File: config.mk
export PLATFORM = sky130hd
export DESIGN_NAME = issue_scoreboard_flat
export DESIGN_NICKNAME = d
export VERILOG_FILES = /design/src/rtl/issue_scoreboard_if.sv /design/src/rtl/issue_scoreboard.sv /design/src/flat_wrapper.sv
export SDC_FILE = /design/constraint.sdc
export NUM_CORES = 1
export LEC_CHECK = 0
export CORE_MARGIN = 1.5
export CORE_UTILIZATION = 62
export DETAILED_ROUTE_END_ITERATION = 8
export PLACE_DENSITY = 0.94
export SLEW_MARGIN = 5
export SYNTH_ARGS = -nofsm -noshare
export SYNTH_HDL_FRONTEND = slang
export SYNTH_SLANG_ARGS = --single-unit
File: constraint.sdc
create_clock -name clk -period 10.3 [get_ports clk]
set_input_delay 2.575 -clock clk [delete_from_list [all_inputs] [get_ports clk]]
set_output_delay 2.575 -clock clk [all_outputs]
set_load 0.005 [all_outputs]
File: src/rtl/issue_scoreboard_if.sv
// Fetch-to-decode issue channel: the fetched instruction goes in, and the
// decode-side IR, stall and statistics come back out.
interface issue_scoreboard_if;
    logic [31:0] ir_in;
    logic        ir_valid;
    logic        flush;
    logic        stall;
    logic [31:0] ir_out;
    logic        bubble;
    logic [15:0] stall_cycles;

    modport master (
        output ir_in, ir_valid, flush,
        input  stall, ir_out, bubble, stall_cycles
    );

    modport slave (
        input  ir_in, ir_valid, flush,
        output stall, ir_out, bubble, stall_cycles
    );
endinterface

File: src/rtl/issue_scoreboard.sv
// Issue stage with per-register writeback countdowns: stalls fetch only on a
// real RAW hazard and squashes wrong-path issue when a branch is taken.
module issue_scoreboard #(
    parameter int unsigned WB_LAT = 3
) (
    input  logic              clk,
    input  logic              rst,
    issue_scoreboard_if.slave bus
);
    localparam logic [31:0] BUBBLE_IR = 32'hFFFF_FFFF;
    localparam logic [2:0]  LAT       = 3'(WB_LAT);
    localparam bit          AGE1_LIVE = (WB_LAT > 1);
    localparam bit          AGE2_LIVE = (WB_LAT > 2);
    localparam logic [2:0]  AGE1_CNT  = AGE1_LIVE ? 3'(WB_LAT - 1) : 3'd0;
    localparam logic [2:0]  AGE2_CNT  = AGE2_LIVE ? 3'(WB_LAT - 2) : 3'd0;

    logic [2:0]  cnt_reg  [32];
    logic [2:0]  cnt_next [32];
    logic [4:0]  h1_dest_reg, h2_dest_reg;
    logic        h1_valid_reg, h2_valid_reg;
    logic [31:0] ir_out_reg;
    logic        bubble_reg;
    logic [15:0] stall_cycles_reg;

    logic [5:0] op;
    logic [4:0] rs, rt, rd;
    logic       in_bubble;
    logic       reads_rs, reads_rt, writes;
    logic [4:0] dest;
    logic       hazard, issue, wr_en;

    assign op = bus.ir_in[31:26];
    assign rs = bus.ir_in[25:21];
    assign rt = bus.ir_in[20:16];
    assign rd = bus.ir_in[15:11];
    assign in_bubble = !bus.ir_valid || (bus.ir_in == BUBBLE_IR);

    always_comb begin
        reads_rs = 1'b0;
        reads_rt = 1'b0;
        writes   = 1'b0;
        dest     = 5'd0;
        if (!in_bubble) begin
            if (op == 6'h00) begin
                reads_rs = 1'b1;
                reads_rt = 1'b1;
                writes   = 1'b1;
                dest     = rd;
            end else if (op == 6'h23 || op[5:3] == 3'b001) begin
                reads_rs = 1'b1;
                writes   = 1'b1;
                dest     = rt;
            end else if (op == 6'h2B || op == 6'h04 || op == 6'h05) begin
                reads_rs = 1'b1;
                reads_rt = 1'b1;
            end
        end
    end

    assign hazard = (reads_rs && rs != 5'd0 && cnt_reg[rs] != 3'd0) ||
                    (reads_rt && rt != 5'd0 && cnt_reg[rt] != 3'd0);
    assign issue  = !in_bubble && !hazard && !bus.flush;
    assign wr_en  = issue && writes && (dest != 5'd0);

    assign cnt_next[0] = 3'd0;

    // Age counts the flush edge itself, so a writer issued one edge ago is
    // recognised by its decremented count being WB_LAT-1 (and WB_LAT-2 for two).
    for (genvar gi = 1; gi < 32; gi++) begin : g_cnt
        logic [2:0] dec;
        logic       clr;
        assign dec = (cnt_reg[gi] == 3'd0) ? 3'd0 : cnt_reg[gi] - 3'd1;
        assign clr = bus.flush &&
                     ((AGE1_LIVE && h1_valid_reg && h1_dest_reg == 5'(gi) && dec == AGE1_CNT) ||
                      (AGE2_LIVE && h2_valid_reg && h2_dest_reg == 5'(gi) && dec == AGE2_CNT));
        assign cnt_next[gi] = clr ? 3'd0 :
                              (wr_en && dest == 5'(gi)) ? LAT : dec;
    end

    always_ff @(posedge clk or posedge rst) begin
        if (rst) begin
            for (int i = 0; i < 32; i++) begin
                cnt_reg[i] <= 3'd0;
            end
            h1_dest_reg      <= 5'd0;
            h2_dest_reg      <= 5'd0;
            h1_valid_reg     <= 1'b0;
            h2_valid_reg     <= 1'b0;
            ir_out_reg       <= BUBBLE_IR;
            bubble_reg       <= 1'b1;
            stall_cycles_reg <= 16'd0;
        end else begin
            for (int i = 0; i < 32; i++) begin
                cnt_reg[i] <= cnt_next[i];
            end
            h2_dest_reg  <= h1_dest_reg;
            h2_valid_reg <= h1_valid_reg;
            h1_dest_reg  <= dest;
            if (bus.flush) begin
                ir_out_reg   <= BUBBLE_IR;
                bubble_reg   <= 1'b1;
                h1_valid_reg <= 1'b0;
                h2_valid_reg <= 1'b0;
            end else if (hazard) begin
                ir_out_reg   <= BUBBLE_IR;
                bubble_reg   <= 1'b1;
                h1_valid_reg <= 1'b0;
                if (stall_cycles_reg != 16'hFFFF) begin
                    stall_cycles_reg <= stall_cycles_reg + 16'd1;
                end
            end else if (issue) begin
                ir_out_reg   <= bus.ir_in;
                bubble_reg   <= 1'b0;
                h1_valid_reg <= wr_en;
            end else begin
                ir_out_reg   <= BUBBLE_IR;
                bubble_reg   <= 1'b1;
                h1_valid_reg <= 1'b0;
            end
        end
    end

    assign bus.stall        = hazard && !bus.flush && !rst;
    assign bus.ir_out       = ir_out_reg;
    assign bus.bubble       = bubble_reg;
    assign bus.stall_cycles = stall_cycles_reg;
endmodule
File: src/flat_wrapper.sv
// flat-port wrapper written by rule: the top's interface ports become plain ports
module issue_scoreboard_flat 
#(
    parameter int unsigned WB_LAT = 3
)
  (clk, rst, bus_ir_in, bus_ir_valid, bus_flush, bus_stall, bus_ir_out, bus_bubble, bus_stall_cycles);
  issue_scoreboard_if bus_i ();
  input  logic clk;
  input  logic rst;
  input wire logic [$bits(bus_i.ir_in)-1:0] bus_ir_in;
  input wire logic [$bits(bus_i.ir_valid)-1:0] bus_ir_valid;
  input wire logic [$bits(bus_i.flush)-1:0] bus_flush;
  output wire logic [$bits(bus_i.stall)-1:0] bus_stall;
  output wire logic [$bits(bus_i.ir_out)-1:0] bus_ir_out;
  output wire logic [$bits(bus_i.bubble)-1:0] bus_bubble;
  output wire logic [$bits(bus_i.stall_cycles)-1:0] bus_stall_cycles;
  assign bus_i.ir_in = bus_ir_in;
  assign bus_i.ir_valid = bus_ir_valid;
  assign bus_i.flush = bus_flush;
  assign bus_stall = bus_i.stall;
  assign bus_ir_out = bus_i.ir_out;
  assign bus_bubble = bus_i.bubble;
  assign bus_stall_cycles = bus_i.stall_cycles;
  issue_scoreboard #(.WB_LAT(WB_LAT)) u_core (.clk(clk), .rst(rst), .bus(bus_i));
endmodule
==> results.toml <==
[cts]
post-cts-setup-buffer-count = 0
cts_tree = "done"
cts_root_buf = "clkbuf_16"
cts_hold_buf = 0
htreeDepth = 4
cts_buffer_depth = 2
clk_latency_ns = 0.44
cts_buffers = 17
cts.sinks = 154
clk_pin_slew_ns = 0.06
cts_resized = 0

[sta]
worst_pin_slew_ns = 1.143
rsz0062_at_grt = "false"
fin_setup_tns_ns = 0
finalSetupViolCount = 0
fin_worst_skew_ns = 0.01078
min_period_ns = 8.484
fmax_mhz = 117.9
slew_viol_final = 0
fin_crit_sh_pct = 82.37
hold_viol = 0
max-slew-margin-rel_pct = 23.32
timing.hold.ws_ns = 0.4621

[critical_path]
cp.arrival_ns = 5.91
slowest_stage = "clkdlybuf4s50_1"
critical_path_class = "in -> out"
worstSetupStartpoint = "bus_ir_in[22]"
crit_path_end = "bus_stall"
reg2reg_depth = 11
cp_num_buf_inv = 3
cp_max_fo = 20
r2r_end = "u_core.h1_valid_reg"
cp_common_cell = "clkdlybuf4s50_1"
required_ns = 7.73
cp-start-kind = "input pin"
path_depth = 9
end_kind = "output port"
cp_cell_sequence = "clkdlybuf4s50_1, inv_2, mux4_2, mux2_2, nand3b_1, nand4_1, a211o_1, nor3_1, clkdlybuf4s50_1"
reg2reg_from = "u_core.cnt_reg[66]"
crit_family = "buffers and inverters"
r2r_slack_ns = 6.71
max_stage_delay_ns = 0.83

[detailed_routing]
route.vias.total = 7696
wl_per_cell_um = 21.26
viasPerCell = 6.853
ant_nets = 0
drtIter0Drc = 981
routed_wl_um = 23880
drt_first_pass_iters = 7
drc = 0

[cells_and_area]
syn_to_final_growth_pct = 18.30
layout.nets = 972
largest_reg_flops = 93
finish.utilization_pct = 74.57
layout-drive-gt1-share_pct = 10.67
antenna_cells = 0
final_cells = 1123

[placement]
dp_hpwl_um = 16370
dp.cells = 1092
port_buffers = 85
gp_congestion = 1.023

[synthesis]
synth_edf_count = 0
yosysTopAreaCell = "dfrtp_1"
synth_cells = 867
seq_area_frac_synth_pct = 47.03
ys_ff_latch = 154
yosysWarnings = 0
yosysUniqueCellTypes = 66
ys.flop_type = "dfrtp_1"
async_flop_share_pct = 100.0
netlist_top_cells_area = "dfrtp_1, dfstp_2, nor3_1"
post_synth.cell_area_avg_um2 = 9.552
synth_nets = 904
netlist_area_mm2 = 0.008282
yosysMostFrequentCell = "dfrtp_1"
yosysTopAreaCellShare_pct = 36.56
synth_top_cells_by_count = "dfrtp_1, nor3_1, a21oi_1, nand2_1, a31oi_1"

[floorplanning]
rows = 42
die_y_um = 118.6
start_util_pct = 63.04
die_area_mm2 = 0.01406
num_io_pins = 86
core_mm2 = 0.01314
dieWidth_um = 118.6

[power_and_ir_drop]
p_leak_nw = 3.971
pwr_density_cell_mw_per_mm2 = 140.6
irDropWorstVdd_uv = 111.6

[job]
max_cap_viol_count = 0

[grt]
grtUsageTotal_pct = 34.81
antenna_found_initial = 0
gr-total-overflow = 0
grt_pass1_vias = 7038
grt_max_degree = 79
grt_pass1_wl_um = 37610

[worst_hold_path]
hold_path_class = "reg -> reg"

[status]
outcome = "complete, no violations"
==> kinds of logic (layout without fill, tap and decap cells) <==
group / Yosys count / after routing / share of synthesized area (%)
compound gates: 214 / 214 / 17.06
xor+xnor: 15 / 15 / 1.586
fa+ha+maj: 1 / 1 / 0.1511
buf+inv: 58 / 138 / 3.203
flops: 154 / 154 / 47.03
mux: 18 / 18 / 4.034
simple gates: 407 / 407 / 26.94
==> placed cells by master, fill, tap and decap left out, drive strengths merged, types with 6 or more instances in the layout <==
| cell type | n |
|---|---|
| a21oi | 85 |
| a31oi | 42 |
| nand3 | 29 |
| mux2i | 7 |
| a211oi | 7 |
| xor2 | 12 |
| nand2b | 37 |
| and3b | 7 |
| o21bai | 26 |
| o21ai | 16 |
| inv | 16 |
| and2 | 6 |
| and3 | 9 |
| buf | 6 |
| nand4 | 24 |
| nor3 | 94 |
| nand2 | 72 |
| dfstp | 33 |
| o211a | 14 |
| mux4 | 8 |
| or3 | 6 |
| nor4 | 28 |
| nor3b | 29 |
| dfrtp | 121 |
| nor2 | 38 |
| clkdlybuf4s50 | 85 |
| nor2b | 18 |
| clkbuf | 20 |
==> worst min path at each step <==
stage                     depth (start not counted)               endpoint                   from
after floorplan                                   0  u_core.h2_dest_reg[4]  u_core.h1_dest_reg[4]
after global placement                            0  u_core.h2_dest_reg[4]  u_core.h1_dest_reg[4]
after detailed placement                          0  u_core.h2_dest_reg[4]  u_core.h1_dest_reg[4]
after CTS                                         0  u_core.h2_dest_reg[4]  u_core.h1_dest_reg[4]
after global routing                              0  u_core.h2_dest_reg[0]  u_core.h1_dest_reg[0]
final                                             0  u_core.h2_dest_reg[4]  u_core.h1_dest_reg[4]
==> through the flow <==
stage,power [mW],area [um^2],worst slack [ns]
after floorplan,0.6958,8282,3.345
after global placement,0.7493,9203,1.933
after detailed placement,0.7522,9203,1.860
after CTS,1.381,9797,1.864
after global routing,1.419,9797,1.678
final,1.377,9797,1.816
==> where the power goes <==
part	internal, mW	switching, mW	total, mW
clock	0.385	0.249	0.634
combinational	0.0504	0.0635	0.114
sequential	0.620	0.00892	0.629
total	1.06	0.321	1.38
==> layer usage <==
| layer | part of all wire, % | GRT usage (%) |
|---|---|---|
| met1 | 37 | 44.65 |
| met2 | 46 | 54.11 |
| met3 | 12 | 10.23 |
| met4 | 4.5 | 17.47 |
| met5 | 0 | 0 |
==> final cells by class <==
type | instances | area, um^2
Clock buffer | 20 | 446.7
Clock inverter | 11 | 147.6
Fill cell | 887 | 3341
Inverter | 16 | 65.06
Multi-Input combinational cell | 655 | 4126
Sequential cell | 154 | 3895
Tap cell | 176 | 220.2
Timing Repair Buffer | 91 | 895.9
Note: power is estimated with default switching activity, not from simulation.
